### config.mk
export PLATFORM = sky130hd
export DESIGN_NAME = ctrl_pipe_flat
export DESIGN_NICKNAME = d
export VERILOG_FILES = /design/src/rtl/ctrl_pkg.sv /design/src/rtl/ctrl_pipe_if.sv /design/src/rtl/ctrl_stage_reg.sv /design/src/rtl/ctrl_pipe.sv /design/src/flat_wrapper.sv
export SDC_FILE = /design/constraint.sdc
export NUM_CORES = 1
export LEC_CHECK = 0
export ABC_CLOCK_PERIOD_IN_PS = 1400
export CORE_MARGIN = 8
export CORE_UTILIZATION = 35
export CTS_CLUSTER_SIZE = 30
export DETAILED_ROUTE_END_ITERATION = 12
export PLACE_DENSITY = 0.69
export SLEW_MARGIN = 10
export SYNTH_ARGS = -nofsm -noshare
export SYNTH_HDL_FRONTEND = slang
export SYNTH_SLANG_ARGS = --single-unit
### constraint.sdc
create_clock -name clk -period 1.4 [get_ports clk]
set_clock_uncertainty 0.1 [all_clocks]
set_input_delay 0.42 -clock clk [delete_from_list [all_inputs] [get_ports clk]]
set_output_delay 0.42 -clock clk [all_outputs]
set_load 0.01 [all_outputs]
### src/rtl/ctrl_pkg.sv
// ctrl_pkg: shared widths, bit positions and bubble constants for the
// control-bundle pipeline (ctrl_pipe) fed by the ID-stage decoder.
package ctrl_pkg;

  localparam int W_EXE = 5;   // EX-stage control bundle
  localparam int W_MEM = 3;   // MEM-stage control bundle
  localparam int W_WB  = 2;   // WB-stage control bundle
  localparam int W_PW  = 6;   // ALU op code forwarded to EX

  // Bit positions inside the MEM and WB bundles
  localparam int MEM_RD_BIT  = W_MEM - 1;
  localparam int MEM_WR_BIT  = W_MEM - 2;
  localparam int REG_WR_BIT  = W_WB - 1;
  localparam int MEM2REG_BIT = W_WB - 2;

  // A bubble carries no controls at all, so nothing downstream can write
  localparam logic [W_EXE-1:0] BUBBLE_EXE = '0;
  localparam logic [W_MEM-1:0] BUBBLE_MEM = '0;
  localparam logic [W_WB-1:0]  BUBBLE_WB  = '0;
  localparam logic [W_PW-1:0]  BUBBLE_PW  = '0;

endpackage

### src/rtl/ctrl_pipe_if.sv
// ctrl_pipe_if: decoder-side inputs, pipeline control and per-stage outputs
// of ctrl_pipe.
//   master : drives decoder bundles, id_valid, hold, stall_id, flush_ex;
//            observes the EX/MEM/WB outputs, ex_mem_rd and bubble_cnt
//   slave  : the pipeline itself
interface ctrl_pipe_if
  import ctrl_pkg::*;
#(
  parameter int CNT_W = 16
);
  logic [W_EXE-1:0] ctrl_EXE;
  logic [W_MEM-1:0] ctrl_MEM;
  logic [W_WB-1:0]  ctrl_WB;
  logic [W_PW-1:0]  codigopw;
  logic             id_valid;
  logic             hold;
  logic             stall_id;
  logic             flush_ex;

  logic [W_EXE-1:0] ex_ctrl_EXE;
  logic [W_PW-1:0]  ex_codigopw;
  logic             ex_valid;
  logic [W_MEM-1:0] mem_ctrl_MEM;
  logic             mem_valid;
  logic [W_WB-1:0]  wb_ctrl_WB;
  logic             wb_valid;
  logic             ex_mem_rd;
  logic [CNT_W-1:0] bubble_cnt;

  modport master (
    output ctrl_EXE, ctrl_MEM, ctrl_WB, codigopw, id_valid, hold, stall_id, flush_ex,
    input  ex_ctrl_EXE, ex_codigopw, ex_valid, mem_ctrl_MEM, mem_valid,
           wb_ctrl_WB, wb_valid, ex_mem_rd, bubble_cnt
  );

  modport slave (
    input  ctrl_EXE, ctrl_MEM, ctrl_WB, codigopw, id_valid, hold, stall_id, flush_ex,
    output ex_ctrl_EXE, ex_codigopw, ex_valid, mem_ctrl_MEM, mem_valid,
           wb_ctrl_WB, wb_valid, ex_mem_rd, bubble_cnt
  );
endinterface

### src/rtl/ctrl_stage_reg.sv
// ctrl_stage_reg: one pipeline register holding a control bundle plus valid.
//   clk, rst_n : clock, async active-low reset (clears bundle and valid)
//   d, valid_in: bundle and valid from the previous stage
//   load_en    : stage advances this edge (low = hold)
//   bubble     : load an empty slot instead of d
//   q, valid   : registered bundle and valid
module ctrl_stage_reg #(
  parameter int W = 8
) (
  input  logic         clk,
  input  logic         rst_n,
  input  logic [W-1:0] d,
  input  logic         valid_in,
  input  logic         load_en,
  input  logic         bubble,
  output logic [W-1:0] q,
  output logic         valid
);

  // An invalid slot is always stored with all-zero controls
  always_ff @(posedge clk or negedge rst_n) begin
    if (!rst_n) begin
      q     <= '0;
      valid <= 1'b0;
    end else if (load_en) begin
      if (bubble || !valid_in) begin
        q     <= '0;
        valid <= 1'b0;
      end else begin
        q     <= d;
        valid <= 1'b1;
      end
    end
  end

endmodule

### src/rtl/ctrl_pipe.sv
// ctrl_pipe: carries decoder control bundles through EX, MEM and WB with
// global hold, EX flush and load-use bubble insertion.
//   clk, rst_n : clock, async active-low reset
//   bus        : ctrl_pipe_if.slave (decoder inputs, pipe control, stage outputs)
// Optional build macro CTRL_PIPE_STATS_EN enables the saturating bubble
// counter; without it bubble_cnt is constant 0.
module ctrl_pipe
  import ctrl_pkg::*;
#(
  parameter int CNT_W = 16
) (
  input  logic       clk,
  input  logic       rst_n,
  ctrl_pipe_if.slave bus
);

  localparam int W_EX_ST  = W_EXE + W_PW + W_MEM + W_WB;
  localparam int W_MEM_ST = W_MEM + W_WB;

  logic [W_EX_ST-1:0]  ex_q;
  logic [W_MEM_ST-1:0] mem_q;
  logic [W_WB-1:0]     wb_q;
  logic [W_MEM-1:0]    ex_mem;
  logic [W_WB-1:0]     ex_wb;
  logic [W_WB-1:0]     mem_wb;
  logic                ex_valid;
  logic                mem_valid;
  logic                wb_valid;
  logic                advance;

  assign advance = !bus.hold;

  // flush_ex and stall_id both just turn the EX load into a bubble
  ctrl_stage_reg #(.W(W_EX_ST)) u_ex (
    .clk      (clk),
    .rst_n    (rst_n),
    .d        ({bus.ctrl_EXE, bus.codigopw, bus.ctrl_MEM, bus.ctrl_WB}),
    .valid_in (bus.id_valid),
    .load_en  (advance),
    .bubble   (bus.flush_ex || bus.stall_id),
    .q        (ex_q),
    .valid    (ex_valid)
  );

  assign {bus.ex_ctrl_EXE, bus.ex_codigopw, ex_mem, ex_wb} = ex_q;

  ctrl_stage_reg #(.W(W_MEM_ST)) u_mem (
    .clk      (clk),
    .rst_n    (rst_n),
    .d        ({ex_mem, ex_wb}),
    .valid_in (ex_valid),
    .load_en  (advance),
    .bubble   (1'b0),
    .q        (mem_q),
    .valid    (mem_valid)
  );

  assign {bus.mem_ctrl_MEM, mem_wb} = mem_q;

  ctrl_stage_reg #(.W(W_WB)) u_wb (
    .clk      (clk),
    .rst_n    (rst_n),
    .d        (mem_wb),
    .valid_in (mem_valid),
    .load_en  (advance),
    .bubble   (1'b0),
    .q        (wb_q),
    .valid    (wb_valid)
  );

  assign bus.wb_ctrl_WB = wb_q;
  assign bus.ex_valid   = ex_valid;
  assign bus.mem_valid  = mem_valid;
  assign bus.wb_valid   = wb_valid;
  assign bus.ex_mem_rd  = ex_valid && ex_mem[MEM_RD_BIT];

`ifdef CTRL_PIPE_STATS_EN
  logic             ex_bubble;
  logic [CNT_W-1:0] cnt;

  assign ex_bubble = advance && (bus.flush_ex || bus.stall_id || !bus.id_valid);

  always_ff @(posedge clk or negedge rst_n) begin
    if (!rst_n) begin
      cnt <= '0;
    end else if (ex_bubble && (cnt != '1)) begin
      cnt <= cnt + 1'b1;
    end
  end

  assign bus.bubble_cnt = cnt;
`else
  assign bus.bubble_cnt = '0;
`endif

endmodule

### src/flat_wrapper.sv
// flat-port wrapper written by rule: the top's interface ports become plain ports
module ctrl_pipe_flat import ctrl_pkg::*;
#(
  parameter int CNT_W = 16
)
  (clk, rst_n, bus_ctrl_EXE, bus_ctrl_MEM, bus_ctrl_WB, bus_codigopw, bus_id_valid, bus_hold, bus_stall_id, bus_flush_ex, bus_ex_ctrl_EXE, bus_ex_codigopw, bus_ex_valid, bus_mem_ctrl_MEM, bus_mem_valid, bus_wb_ctrl_WB, bus_wb_valid, bus_ex_mem_rd, bus_bubble_cnt);
  ctrl_pipe_if #(.CNT_W(CNT_W)) bus_i ();
  input  logic clk;
  input  logic rst_n;
  input wire logic [$bits(bus_i.ctrl_EXE)-1:0] bus_ctrl_EXE;
  input wire logic [$bits(bus_i.ctrl_MEM)-1:0] bus_ctrl_MEM;
  input wire logic [$bits(bus_i.ctrl_WB)-1:0] bus_ctrl_WB;
  input wire logic [$bits(bus_i.codigopw)-1:0] bus_codigopw;
  input wire logic [$bits(bus_i.id_valid)-1:0] bus_id_valid;
  input wire logic [$bits(bus_i.hold)-1:0] bus_hold;
  input wire logic [$bits(bus_i.stall_id)-1:0] bus_stall_id;
  input wire logic [$bits(bus_i.flush_ex)-1:0] bus_flush_ex;
  output wire logic [$bits(bus_i.ex_ctrl_EXE)-1:0] bus_ex_ctrl_EXE;
  output wire logic [$bits(bus_i.ex_codigopw)-1:0] bus_ex_codigopw;
  output wire logic [$bits(bus_i.ex_valid)-1:0] bus_ex_valid;
  output wire logic [$bits(bus_i.mem_ctrl_MEM)-1:0] bus_mem_ctrl_MEM;
  output wire logic [$bits(bus_i.mem_valid)-1:0] bus_mem_valid;
  output wire logic [$bits(bus_i.wb_ctrl_WB)-1:0] bus_wb_ctrl_WB;
  output wire logic [$bits(bus_i.wb_valid)-1:0] bus_wb_valid;
  output wire logic [$bits(bus_i.ex_mem_rd)-1:0] bus_ex_mem_rd;
  output wire logic [$bits(bus_i.bubble_cnt)-1:0] bus_bubble_cnt;
  assign bus_i.ctrl_EXE = bus_ctrl_EXE;
  assign bus_i.ctrl_MEM = bus_ctrl_MEM;
  assign bus_i.ctrl_WB = bus_ctrl_WB;
  assign bus_i.codigopw = bus_codigopw;
  assign bus_i.id_valid = bus_id_valid;
  assign bus_i.hold = bus_hold;
  assign bus_i.stall_id = bus_stall_id;
  assign bus_i.flush_ex = bus_flush_ex;
  assign bus_ex_ctrl_EXE = bus_i.ex_ctrl_EXE;
  assign bus_ex_codigopw = bus_i.ex_codigopw;
  assign bus_ex_valid = bus_i.ex_valid;
  assign bus_mem_ctrl_MEM = bus_i.mem_ctrl_MEM;
  assign bus_mem_valid = bus_i.mem_valid;
  assign bus_wb_ctrl_WB = bus_i.wb_ctrl_WB;
  assign bus_wb_valid = bus_i.wb_valid;
  assign bus_ex_mem_rd = bus_i.ex_mem_rd;
  assign bus_bubble_cnt = bus_i.bubble_cnt;
  ctrl_pipe #(.CNT_W(CNT_W)) u_core (.clk(clk), .rst_n(rst_n), .bus(bus_i));
endmodule
==> reports/metrics.cfg <==
[outcome]
status = complete, but fails checks
violations = negative setup slack

[drt]
ant_nets = 0
vias = 906
wl_per_cell_um = 13.4
drc = 0
firstDrtPassIters = 3
drtIter0Drc = 38
drt-total-wl_mm = 2.86
viasPerCell = 4.23

[cells_and_area]
antennaDiodeCount = 0
nNetsFinal = 189
fin_util_pct = 49.0
drive_above_1_share_pct = 31.3
synthToLayoutAreaGrowth_pct = 35.8

[clock_tree]
clk_pin_slew_ps = 80
clk_latency_ps = 260
cts_tree = built
cts.sink_count = 26
cts_max_level = 1
postCtsHoldBufs = 0
root_buffer = clkbuf_8
clk_path_buf_depth = 2
cts_made_buffers = 3

[pwr]
power.leakage_nw = 0.938
p_total_w = 0.00151
ir_worst_vdd_mv = 0.331
p_per_area_nw_per_um2 = 853

[worst_setup_path]
crit_required_ps = 880
setup.worst_path.class = reg2out
crit_family = flip-flops
start_kind = flip-flop
path_max_fanout = 2
end_kind = primary output
path_buf_inv = 1
crit_chain = and2_4 > buf_6
cp_slowest_stage_delay_ps = 390
arrival_ps = 930
slowest_stage = dfrtp_1

[sta]
post-route-min-period_ps = 1450
fmax_mhz = 692
period_share_pct = 103
setup_viol = 2
hold_viol = 0
setup_slack_ps = -45.4
drv_slew = 0
rsz0062_at_grt = true

[synthesis]
syn_area_um2 = 1300
yosysUniqueCellTypes = 14
synth_seq_area_share_pct = 50.0
avgSynthCellArea_um2 = 10.9
yosys_warnings = 0
netlist_instances = 119
synth-seq-cells = 26

[floorplan]
dieArea_um2 = 5930
rows = 22
die_w_um = 77.0
pin_count = 58
die_h_um = 77.0
start_util_pct = 36.1
core_um2 = 3610

[placed_design]
place_ws_ps = -305
portBuffers = 41
place_hpwl_mm = 2.07
place_congestion = 0.734

[global_routing]
globalRouteTotalUtil_pct = 9.34
grt_pass1_wl_mm = 4.60
grt_max_degree = 27
grt_pass1_vias = 983
grt_overflow = 0
antenna_found_initial = 0

[run]
maxCapViolations = 0

[hold_path]
hold_path_class = reg2reg

-- synth_stat cells, drive strengths merged --
master,instances,area share (%)
and2,1,0.48
o21ai,6,2.3
nor2b,16,7.7
nand2,12,3.5
nor3b,1,1.4
mux2,4,3.5
conb,1,0.29
dfrtp,26,50
a22o,16,11
buf,36,20
-- where the power goes --
| group | total (W) | switching [W] | leakage (nW) | internal, W |
|---|---|---|---|---|
| Sequential | 0.000787 | 0.0000126 | 0.358 | 0.000775 |
| Clock | 0.000461 | 0.000210 | 0.0288 | 0.000250 |
| Combinational | 0.000258 | 0.000113 | 0.552 | 0.000146 |
-- placed cells by master (no fill, tap or decap), types with 2 or more instances in the layout --
| cell | instances |
|---|---|
| o21ai_1 | 2 |
| nor2b_1 | 16 |
| conb_1 | 16 |
| buf_12 | 2 |
| buf_6 | 3 |
| a22o_1 | 16 |
| buf_2 | 19 |
| clkdlybuf4s50_1 | 17 |
| buf_4 | 18 |
| clkbuf_8 | 4 |
| nand2_1 | 12 |
| dlymetal6s2s_1 | 3 |
| dfrtp_1 | 26 |
| mux2_2 | 3 |
| o21ai_0 | 4 |
-- cell type report --
type	count	area, µm²
fill	353	1840
sequential	26	651
timing repair buffer	64	553
multi-input combinational	72	448
tap	48	60.1
clock buffer	4	55.1
-- through the flow --
stage | instances | setup TNS (ps) | hold WS, ps | area, µm²
detailed placement | 198 | -6280 | 377 | 1670
floorplan | 134 | 0 | 24.4 | 1360
global placement | 198 | -5770 | 374 | 1670
finish | 214 | -65.9 | 386 | 1770
global route | 214 | -136 | 419 | 1770
CTS | 207 | -84.1 | 396 | 1770
-- sequential cells by signal, summed over array words and instances, names as in the netlist --
| name | flops |
|---|---|
| u_core.u_ex.q | 16 |
| u_core.u_wb.q | 2 |
| u_core.u_mem.q | 5 |
| u_core.u_wb.valid | 1 |
| u_core.u_mem.valid | 1 |
| u_core.u_ex.valid | 1 |
-- kinds of logic (layout without fill, tap and decap cells) --
| kind of cell | after synthesis | in the layout | share of synthesized area [%] |
|---|---|---|---|
| other | 1 | 16 | 0.288 |
| AOI/OAI and AO/OA | 22 | 22 | 13.1 |
| DFF | 26 | 26 | 50.0 |
| buffers and inverters | 36 | 68 | 20.1 |
| and+or+nand+nor | 30 | 30 | 13.1 |
| muxes | 4 | 4 | 3.46 |
-- what timing repair did --
action,in CTS,in global routing
gates cloned,1,1
buffers inserted,4,6
gates resized for setup,74,14
setup endpoints to repair,25,23
pin swaps,0,2
-- final timing paths --
kind                                      to         startpoint  depth (start not counted)  slack, ps
max                            bus_ex_mem_rd   u_core.u_ex.q[4]                          2        -50
min                        u_core.u_mem.q[2]  u_core.u_mem.q[2]                          2        390
max reg2reg                u_core.u_ex.valid  u_core.u_ex.valid                          3        230
min reg2reg                u_core.u_mem.q[2]  u_core.u_mem.q[2]                          2        390
max in group asynchronous  u_core.u_ex.q[15]              rst_n                          2        640
min in group asynchronous   u_core.u_ex.q[3]              rst_n                          2        410
-- worst min-delay path, stage by stage, from the launching register on --
cell and delay (ps):
dfrtp_1 350, nand2_1 50, o21ai_0 50
-- per-layer routing --
| layer | vias to the layer above | part of all wire, % | track usage [%] |
|---|---|---|---|
| li1 | 445 | - | - |
| met4 | 0 | 1.4 | 4.53 |
| met2 | 42 | 44 | 14.4 |
| met3 | 2 | 8.8 | 3.50 |
| met5 | - | 0 | 0 |
| met1 | 417 | 46 | 11.1 |
(Power assumes the default switching activity.)
